--- config.mk ---
export PLATFORM = sky130hd
export DESIGN_NAME = ram_arbiter_flat
export DESIGN_NICKNAME = d
export VERILOG_FILES = /design/src/rtl/ram_arb_pkg.sv /design/src/rtl/ram_arb_if.sv /design/src/rtl/ram_arb_pick.sv /design/src/rtl/ram_arbiter.sv /design/src/flat_wrapper.sv
export SDC_FILE = /design/constraint.sdc
export NUM_CORES = 1
export LEC_CHECK = 0
export CORE_MARGIN = 2
export CORE_UTILIZATION = 25
export DETAILED_ROUTE_END_ITERATION = 8
export GPL_TIMING_DRIVEN = 0
export SYNTH_ARGS = -nofsm -noshare
export SYNTH_HDL_FRONTEND = slang
export SYNTH_SLANG_ARGS = --single-unit
--- constraint.sdc ---
create_clock -name clock -period 3.3 [get_ports clock]
set_input_delay 0.99 -clock clock [delete_from_list [all_inputs] [get_ports clock]]
set_output_delay 0.99 -clock clock [all_outputs]
set_load 0.02 [all_outputs]
--- src/rtl/ram_arb_pkg.sv ---
// Shared types for the two-requester RAM arbiter.
// Optional feature macro used by this slice: RAM_ARB_ROUND_ROBIN_EN.
package ram_arb_pkg;

    localparam int unsigned N_REQ = 2;

    typedef enum logic [1:0] {
        IDLE,
        ACCESS,
        RDATA
    } state_t;

    function automatic logic [N_REQ-1:0] req_onehot(input logic idx);
        logic [N_REQ-1:0] v;
        v      = '0;
        v[idx] = 1'b1;
        return v;
    endfunction

endpackage

--- src/rtl/ram_arb_if.sv ---
// Requester-side and RAM-side bus of the arbiter; master drives requests and RAM read data.
// Optional feature macro used by this slice: RAM_ARB_ROUND_ROBIN_EN (no effect here).
interface ram_arb_if #(
    parameter int unsigned ADDR_W = 2,
    parameter int unsigned DATA_W = 1
);
    import ram_arb_pkg::*;

    logic [N_REQ-1:0]  req;
    logic [N_REQ-1:0]  we;
    logic [ADDR_W-1:0] addr0;
    logic [ADDR_W-1:0] addr1;
    logic [DATA_W-1:0] wdata0;
    logic [DATA_W-1:0] wdata1;
    logic [N_REQ-1:0]  gnt;
    logic [N_REQ-1:0]  rvalid;
    logic [DATA_W-1:0] rdata;
    logic              ram_en;
    logic              ram_we;
    logic [ADDR_W-1:0] ram_addr;
    logic [DATA_W-1:0] ram_wdata;
    logic [DATA_W-1:0] ram_rdata;

    modport master (
        output req, we, addr0, addr1, wdata0, wdata1, ram_rdata,
        input  gnt, rvalid, rdata, ram_en, ram_we, ram_addr, ram_wdata
    );

    modport slave (
        input  req, we, addr0, addr1, wdata0, wdata1, ram_rdata,
        output gnt, rvalid, rdata, ram_en, ram_we, ram_addr, ram_wdata
    );

endinterface

--- src/rtl/ram_arb_pick.sv ---
// Combinational winner select between the two requesters.
// RAM_ARB_ROUND_ROBIN_EN: tie goes to the requester that is not ptr; otherwise requester 0 wins.
module ram_arb_pick
    import ram_arb_pkg::*;
(
    input  logic [N_REQ-1:0] req,
    input  logic             ptr,
    output logic             win
);

`ifdef RAM_ARB_ROUND_ROBIN_EN
    always_comb begin
        win = ~req[0] & req[1];
        if (req == 2'b11) begin
            win = ~ptr;
        end
    end
`else
    logic unused_ptr;
    assign unused_ptr = ptr;

    always_comb begin
        win = ~req[0] & req[1];
    end
`endif

endmodule

--- src/rtl/ram_arbiter.sv ---
// Two-requester arbiter for a single-port RAM with 1-cycle read latency.
// RAM_ARB_ROUND_ROBIN_EN: round-robin tie break with a last-winner pointer; default is fixed priority.
module ram_arbiter
    import ram_arb_pkg::*;
#(
    parameter int unsigned ADDR_W = 2,
    parameter int unsigned DATA_W = 1
) (
    input  logic     clock,
    input  logic     reset,
    ram_arb_if.slave bus
);

    state_t            state;
    logic              win;
    logic              ptr;
    logic              win_q;
    logic              we_q;
    logic [ADDR_W-1:0] addr_q;
    logic [DATA_W-1:0] wdata_q;
    logic [N_REQ-1:0]  gnt_q;
    logic [N_REQ-1:0]  rvalid_q;
    logic              ram_en_q;
    logic              ram_we_q;

`ifdef RAM_ARB_ROUND_ROBIN_EN
    logic last_q;
    assign ptr = last_q;
`else
    assign ptr = 1'b0;
`endif

    ram_arb_pick u_pick (
        .req (bus.req),
        .ptr (ptr),
        .win (win)
    );

    // Strobes are registered on entry to ACCESS/RDATA so they line up with the state.
    always_ff @(posedge clock) begin
        if (reset) begin
            state    <= IDLE;
            win_q    <= 1'b0;
            we_q     <= 1'b0;
            addr_q   <= '0;
            wdata_q  <= '0;
            gnt_q    <= '0;
            rvalid_q <= '0;
            ram_en_q <= 1'b0;
            ram_we_q <= 1'b0;
`ifdef RAM_ARB_ROUND_ROBIN_EN
            last_q   <= 1'b1;
`endif
        end else begin
            gnt_q    <= '0;
            rvalid_q <= '0;
            ram_en_q <= 1'b0;
            ram_we_q <= 1'b0;
            case (state)
                IDLE: begin
                    if (|bus.req) begin
                        win_q    <= win;
                        we_q     <= bus.we[win];
                        addr_q   <= win ? bus.addr1 : bus.addr0;
                        wdata_q  <= win ? bus.wdata1 : bus.wdata0;
                        gnt_q    <= req_onehot(win);
                        ram_en_q <= 1'b1;
                        ram_we_q <= bus.we[win];
                        state    <= ACCESS;
                    end
                end
                ACCESS: begin
`ifdef RAM_ARB_ROUND_ROBIN_EN
                    last_q <= win_q;
`endif
                    if (we_q) begin
                        state <= IDLE;
                    end else begin
                        rvalid_q <= req_onehot(win_q);
                        state    <= RDATA;
                    end
                end
                RDATA: begin
                    state <= IDLE;
                end
                default: begin
                    state <= IDLE;
                end
            endcase
        end
    end

    assign bus.gnt       = gnt_q;
    assign bus.rvalid    = rvalid_q;
    assign bus.rdata     = (state == RDATA) ? bus.ram_rdata : '0;
    assign bus.ram_en    = ram_en_q;
    assign bus.ram_we    = ram_we_q;
    assign bus.ram_addr  = addr_q;
    assign bus.ram_wdata = wdata_q;

endmodule

--- src/flat_wrapper.sv ---
// flat-port wrapper written by rule: the top's interface ports become plain ports
module ram_arbiter_flat import ram_arb_pkg::*;
#(
    parameter int unsigned ADDR_W = 2,
    parameter int unsigned DATA_W = 1
)
  (clock, reset, bus_req, bus_we, bus_addr0, bus_addr1, bus_wdata0, bus_wdata1, bus_ram_rdata, bus_gnt, bus_rvalid, bus_rdata, bus_ram_en, bus_ram_we, bus_ram_addr, bus_ram_wdata);
  ram_arb_if #(.ADDR_W(ADDR_W), .DATA_W(DATA_W)) bus_i ();
  input  logic clock;
  input  logic reset;
  input wire logic [$bits(bus_i.req)-1:0] bus_req;
  input wire logic [$bits(bus_i.we)-1:0] bus_we;
  input wire logic [$bits(bus_i.addr0)-1:0] bus_addr0;
  input wire logic [$bits(bus_i.addr1)-1:0] bus_addr1;
  input wire logic [$bits(bus_i.wdata0)-1:0] bus_wdata0;
  input wire logic [$bits(bus_i.wdata1)-1:0] bus_wdata1;
  input wire logic [$bits(bus_i.ram_rdata)-1:0] bus_ram_rdata;
  output wire logic [$bits(bus_i.gnt)-1:0] bus_gnt;
  output wire logic [$bits(bus_i.rvalid)-1:0] bus_rvalid;
  output wire logic [$bits(bus_i.rdata)-1:0] bus_rdata;
  output wire logic [$bits(bus_i.ram_en)-1:0] bus_ram_en;
  output wire logic [$bits(bus_i.ram_we)-1:0] bus_ram_we;
  output wire logic [$bits(bus_i.ram_addr)-1:0] bus_ram_addr;
  output wire logic [$bits(bus_i.ram_wdata)-1:0] bus_ram_wdata;
  assign bus_i.req = bus_req;
  assign bus_i.we = bus_we;
  assign bus_i.addr0 = bus_addr0;
  assign bus_i.addr1 = bus_addr1;
  assign bus_i.wdata0 = bus_wdata0;
  assign bus_i.wdata1 = bus_wdata1;
  assign bus_i.ram_rdata = bus_ram_rdata;
  assign bus_gnt = bus_i.gnt;
  assign bus_rvalid = bus_i.rvalid;
  assign bus_rdata = bus_i.rdata;
  assign bus_ram_en = bus_i.ram_en;
  assign bus_ram_we = bus_i.ram_we;
  assign bus_ram_addr = bus_i.ram_addr;
  assign bus_ram_wdata = bus_i.ram_wdata;
  ram_arbiter #(.ADDR_W(ADDR_W), .DATA_W(DATA_W)) u_core (.clock(clock), .reset(reset), .bus(bus_i));
endmodule
# ---- Yosys cells after proc, flatten, opt, wreduce, memory -nomap -nowiden
# Cells that the tools add are included.
dict set report totals {
  regBits 13
  latch_bits 0
  mem_bits_rw 0
  mem_bits_ro 0
  input_bits 13
  output_inout_bits 10
  elab_cells 42
  n_memories 0
}
dict set report op_classes {
  add_sub_neg 0
  mul 0
  div_mod_pow 0
  magnitude_cmp 4
  eq_ne 3
  shift 0
  mux 13
  bitwise 5
  reduce_logical 8
}
# operator n
set op_table {}
lappend op_table {{$mux W1} 7}
lappend op_table {{$mux W2} 3}
lappend op_table {{$reduce_or A3 Y1} 2}
lappend op_table {{$lt A1 B2 Y1 const B} 2}
lappend op_table {{$not A1 Y1} 4}
lappend op_table {{$pmux W2 S2} 1}
lappend op_table {{$reduce_or A2 Y1} 2}
lappend op_table {{$demux W1 S1} 2}
lappend op_table {{$eq A2 B1 Y1 const B} 1}
lappend op_table {{$eq A2 B2 Y1 const B} 1}
lappend op_table {{$ge A1 B1 Y1 const B} 2}
lappend op_table {{$logic_and A1 B1 Y1} 2}
lappend op_table {{$logic_not A2 Y1} 1}
lappend op_table {{$ne A2 B1 Y1 const B} 1}
lappend op_table {{$reduce_and A2 Y1} 1}
lappend op_table {{$and A1 B1 Y1} 1}

# ---- Logic depth before layout (Yosys ltp)
dict set report depth {
  ltp_word 6
  depth_mapped 5
  mapped_depth_nobuf 4
}

# ---- Hierarchy
# From an unflattened synthesis, not the netlist that was laid out.
dict set report hier_totals {
  hier_cells 40
  area_unflattened_um2 465.4
}
# mod n_inst cells_each area_each_um2 seq_area_each_um2
set modules_own_cells {}
lappend modules_own_cells {ram_arbiter 1 39 451.7 260.2}
lappend modules_own_cells {ram_arb_pick 1 1 13.8 0.0}

# ---- Worst setup path after synthesis
# No wires, ideal clock.
dict set report synth_path {
  path_type {input port to output port}
  startpoint {in bus_ram_rdata}
  endpoint {out bus_rdata}
  t_arrival_ns 1.213
  required_ns 2.310
  setup_slack_ns 1.097
  stages 1
  path_buffers 0
  path_cell_list {and3b_2}
}
dict set report synth_between {
  elab_chain_len 1
}
# item line_no
set synth_rtl {}
lappend synth_rtl {{start: declaration} flat_wrapper.sv:17} ;# input wire logic [$bits(bus_i.ram_rdata)-1:0] bus_ram_rdata;
lappend synth_rtl {{$mux W1} ram_arbiter.sv:95} ;# assign bus.rdata = (state == RDATA) ? bus.ram_rdata : '0;
lappend synth_rtl {{end: declaration} flat_wrapper.sv:20} ;# output wire logic [$bits(bus_i.rdata)-1:0] bus_rdata;
# No other way between the ends.

# ---- Worst setup path after layout
# Ends and elaborated chain as after synthesis.

==> flow_metrics.env <==
export IMPL_synth_top_family_by_area="simple AND/OR/NAND/NOR gates"
export IMPL_ant_nets=0
export IMPL_portBuffers=22
export IMPL_syn_area_um2=458
export IMPL_async_flop_share=0
export IMPL_ys_ff_latch=13
export IMPL_critical_path_class="input pin to output port"
export IMPL_fin_util=0.426
export IMPL_dieArea_um2=2190
export IMPL_routedWlPerCell_um=9.74
export IMPL_ff2ff_path_depth=3
export IMPL_synthDominantCellAreaShare=0.568
export IMPL_path_clk_slew_ns=0.07
export IMPL_firstDrtPassIters=3
export IMPL_start_kind="input pin"
export IMPL_fmax_mhz=314
export IMPL_path_max_fanout=1
export IMPL_synth_top_flop_cell="dfxtp_1"
export IMPL_fp_dieH_um=46.8
export IMPL_drt_initial_drc_count=3
export IMPL_critPathSlowestCell="clkdlybuf4s50_1"
export IMPL_totalWireLength_um=867
export IMPL_crit_path_end_kind="output port"
export IMPL_holdPathStages=1
export IMPL_clk_path_buf_depth=2
export IMPL_cp_depth=3
export IMPL_root_buffer="clkbuf_4"
export IMPL_crit_family="buffers and inverters"
export IMPL_htree_levels=1
export IMPL_relSlewSlack=0.712
export IMPL_slew_viol_final=0
export IMPL_grt_total_usage=0.0942
export IMPL_finClkSkew_ns=0.00148
export IMPL_fp_coreArea_um2=1730
export IMPL_finalWeightedCongestion=0.618
export IMPL_grt_overflow_total=0
export IMPL_synthAdderAreaFrac=0
export IMPL_fp_dieW_um=46.8
export IMPL_ioPinCount=23
export IMPL_worst_slew_pin_slew_ns=0.426
export IMPL_timing_final_crit_share=0.964
export IMPL_crit_top_cell="clkdlybuf4s50_1"
export IMPL_cts_sinks=13
export IMPL_cts_resized=0
export IMPL_synth_xor_area_share=0
export IMPL_area_delta_synth_final_pct=60.7
export IMPL_cpPeakStageDelay_ns=0.59
export IMPL_hp_class="flop to flop"
export IMPL_cp_arrival_ns=2.19
export IMPL_ctsHoldBuffers=0
export IMPL_p_leak_nw=0.306
export IMPL_diodes=0
export IMPL_drc=0
export IMPL_cp_required_ns=2.31
export IMPL_synth_most_common_cell="dfxtp_1"
export IMPL_grt_pass1_vias=310
export IMPL_antenna_found_initial=0
export IMPL_drv_cap=0
export IMPL_grt_setup_unrepaired="no"
export IMPL_synthMuxAreaShare=0.0874
export IMPL_post_cts_buffers=0
export IMPL_synth_simple_area_share=0.145
export IMPL_vias=350
export IMPL_initial_utilization=0.265
export IMPL_total_power_uw=334
export IMPL_grt_pass1_wl_um=1330
export IMPL_dp_hpwl_um=694
export IMPL_rows=15
export IMPL_cts_made_buffers=3
export IMPL_min_period_ns=3.18
export IMPL_critical_path_buf_inv_count=2
export IMPL_via_per_inst=3.93
export IMPL_synth_warnings=0
export IMPL_cts_tree="yes"
export IMPL_ir_drop_mv=0.266
export IMPL_hold_viol=0
export IMPL_clk_insertion_delay_late_ns=0.27
export IMPL_crit_chain="clkdlybuf4s50_1 -> and3b_2 -> clkdlybuf4s50_1"
export IMPL_synth_top_cell_by_area="dfxtp_1"
export IMPL_layout_nets=78
export IMPL_finalSetupViolCount=0
export IMPL_drive_gt1_frac=0.125
export IMPL_yosysSeqAreaShare=0.568
export IMPL_fin_setup_tns_ns=0
export IMPL_grt_max_degree=10
export IMPL_syn_inst=38
export IMPL_synthesis_nets=51
export IMPL_timing_hold_ws_ns=0.454
export IMPL_synth_compound_area_frac=0.142
export IMPL_powerDensity_nw_per_um2=454
export IMPL_ys_top_cells_by_area="dfxtp_1 57%, mux2i_1 8.7%, o2bb2ai_1 7.7%, a2bb2o_4 4.4%, and2_1 2.7%"
export IMPL_ys_types=15
export IMPL_syn_area_per_cell_um2=12.1
export IMPL_synth_edf_count=0
export IMPL_synthTopCellsByCount="13 x dfxtp_1, 4 x mux2i_1, 4 x o2bb2ai_1"
export IMPL_status="finished clean"
[layout by cell type (no fill, tap or decap), drive strengths merged]
| master | count |
|---|---|
| clkdlybuf4s50 | 22 |
| and3b | 1 |
| nor2 | 3 |
| or4 | 1 |
| buf | 1 |
| a2bb2o | 1 |
| nor4b | 1 |
| inv | 3 |
| mux2i | 4 |
| and2 | 2 |
| nand2b | 1 |
| o2bb2ai | 4 |
| dfxtp | 13 |
| o31a | 1 |
| nor2b | 1 |
| clkbuf | 5 |
[where the power goes]
group	total [mW]	switching, mW	internal (mW)	leakage [nW]
sequential	0.174	0.00530	0.169	0.107
clock	0.0923	0.0454	0.0468	0.0150
combinational	0.0675	0.0275	0.0400	0.184
[metal layers]
metal	part of all wire	vias to the layer above	track usage
met3	0.068	2	0.0346
met5	0	-	0
met4	0.032	0	0.0833
met2	0.47	15	0.140
li1	-	184	-
met1	0.43	149	0.105
[area by class of cell]
type / count / area, µm²
Buffer: 2 / 15.0
Clock buffer: 4 / 26.3
Fill cell: 185 / 991
Inverter: 3 / 11.3
Multi-Input combinational cell: 20 / 171
Sequential cell: 13 / 260
Tap cell: 25 / 31.3
Timing Repair Buffer: 22 / 220
[kinds of logic (layout without fill, tap and decap cells)]
group,after synthesis,count (layout)
buffers and inverters,5,31
AND/OR/NAND/NOR,10,10
AO/OA/AOI/OAI,6,6
multiplexers,4,4
flip-flops,13,13
[metrics by stage]
step / instance area, µm² / std cells / setup WS [ns]
after floorplan: 458 / 38 / 1.10
after global placement: 709 / 85 / 0.117
after detailed placement: 709 / 85 / 0.110
after CTS: 736 / 89 / 0.111
after global routing: 736 / 89 / 0.0994
final: 736 / 89 / 0.117
[path summary, 6_finish.rpt]
kind | start | slack [ns] | to
worst max register to register | u_core.state[1]$_SDFFE_PP0P_ | 2.03 | u_core.win_q$_SDFFE_PP0P_
worst max-delay path | bus_ram_rdata | 0.12 | bus_rdata
worst min-delay path | u_core.we_q$_SDFFE_PP0P_ | 0.45 | u_core.state[1]$_SDFFE_PP0P_
worst min register to register | u_core.we_q$_SDFFE_PP0P_ | 0.45 | u_core.state[1]$_SDFFE_PP0P_
[sequential cells by signal (all words and copies together) (netlist names)]
register and count:
u_core.bus.ram_wdata 1, u_core.bus.ram_we 1, u_core.bus.rvalid 2, u_core.state 2, u_core.we_q 1, u_core.bus.ram_addr 2, u_core.win_q 1, u_core.bus.ram_en 1
u_core.bus.gnt 2
[worst register-to-register path, stage by stage (launching register included)]
cell      delay (ns)
dfxtp_1         0.33
or4_4           0.53
buf_6           0.15
a2bb2o_4        0.20
Note: power is estimated with default switching activity, not from simulation.
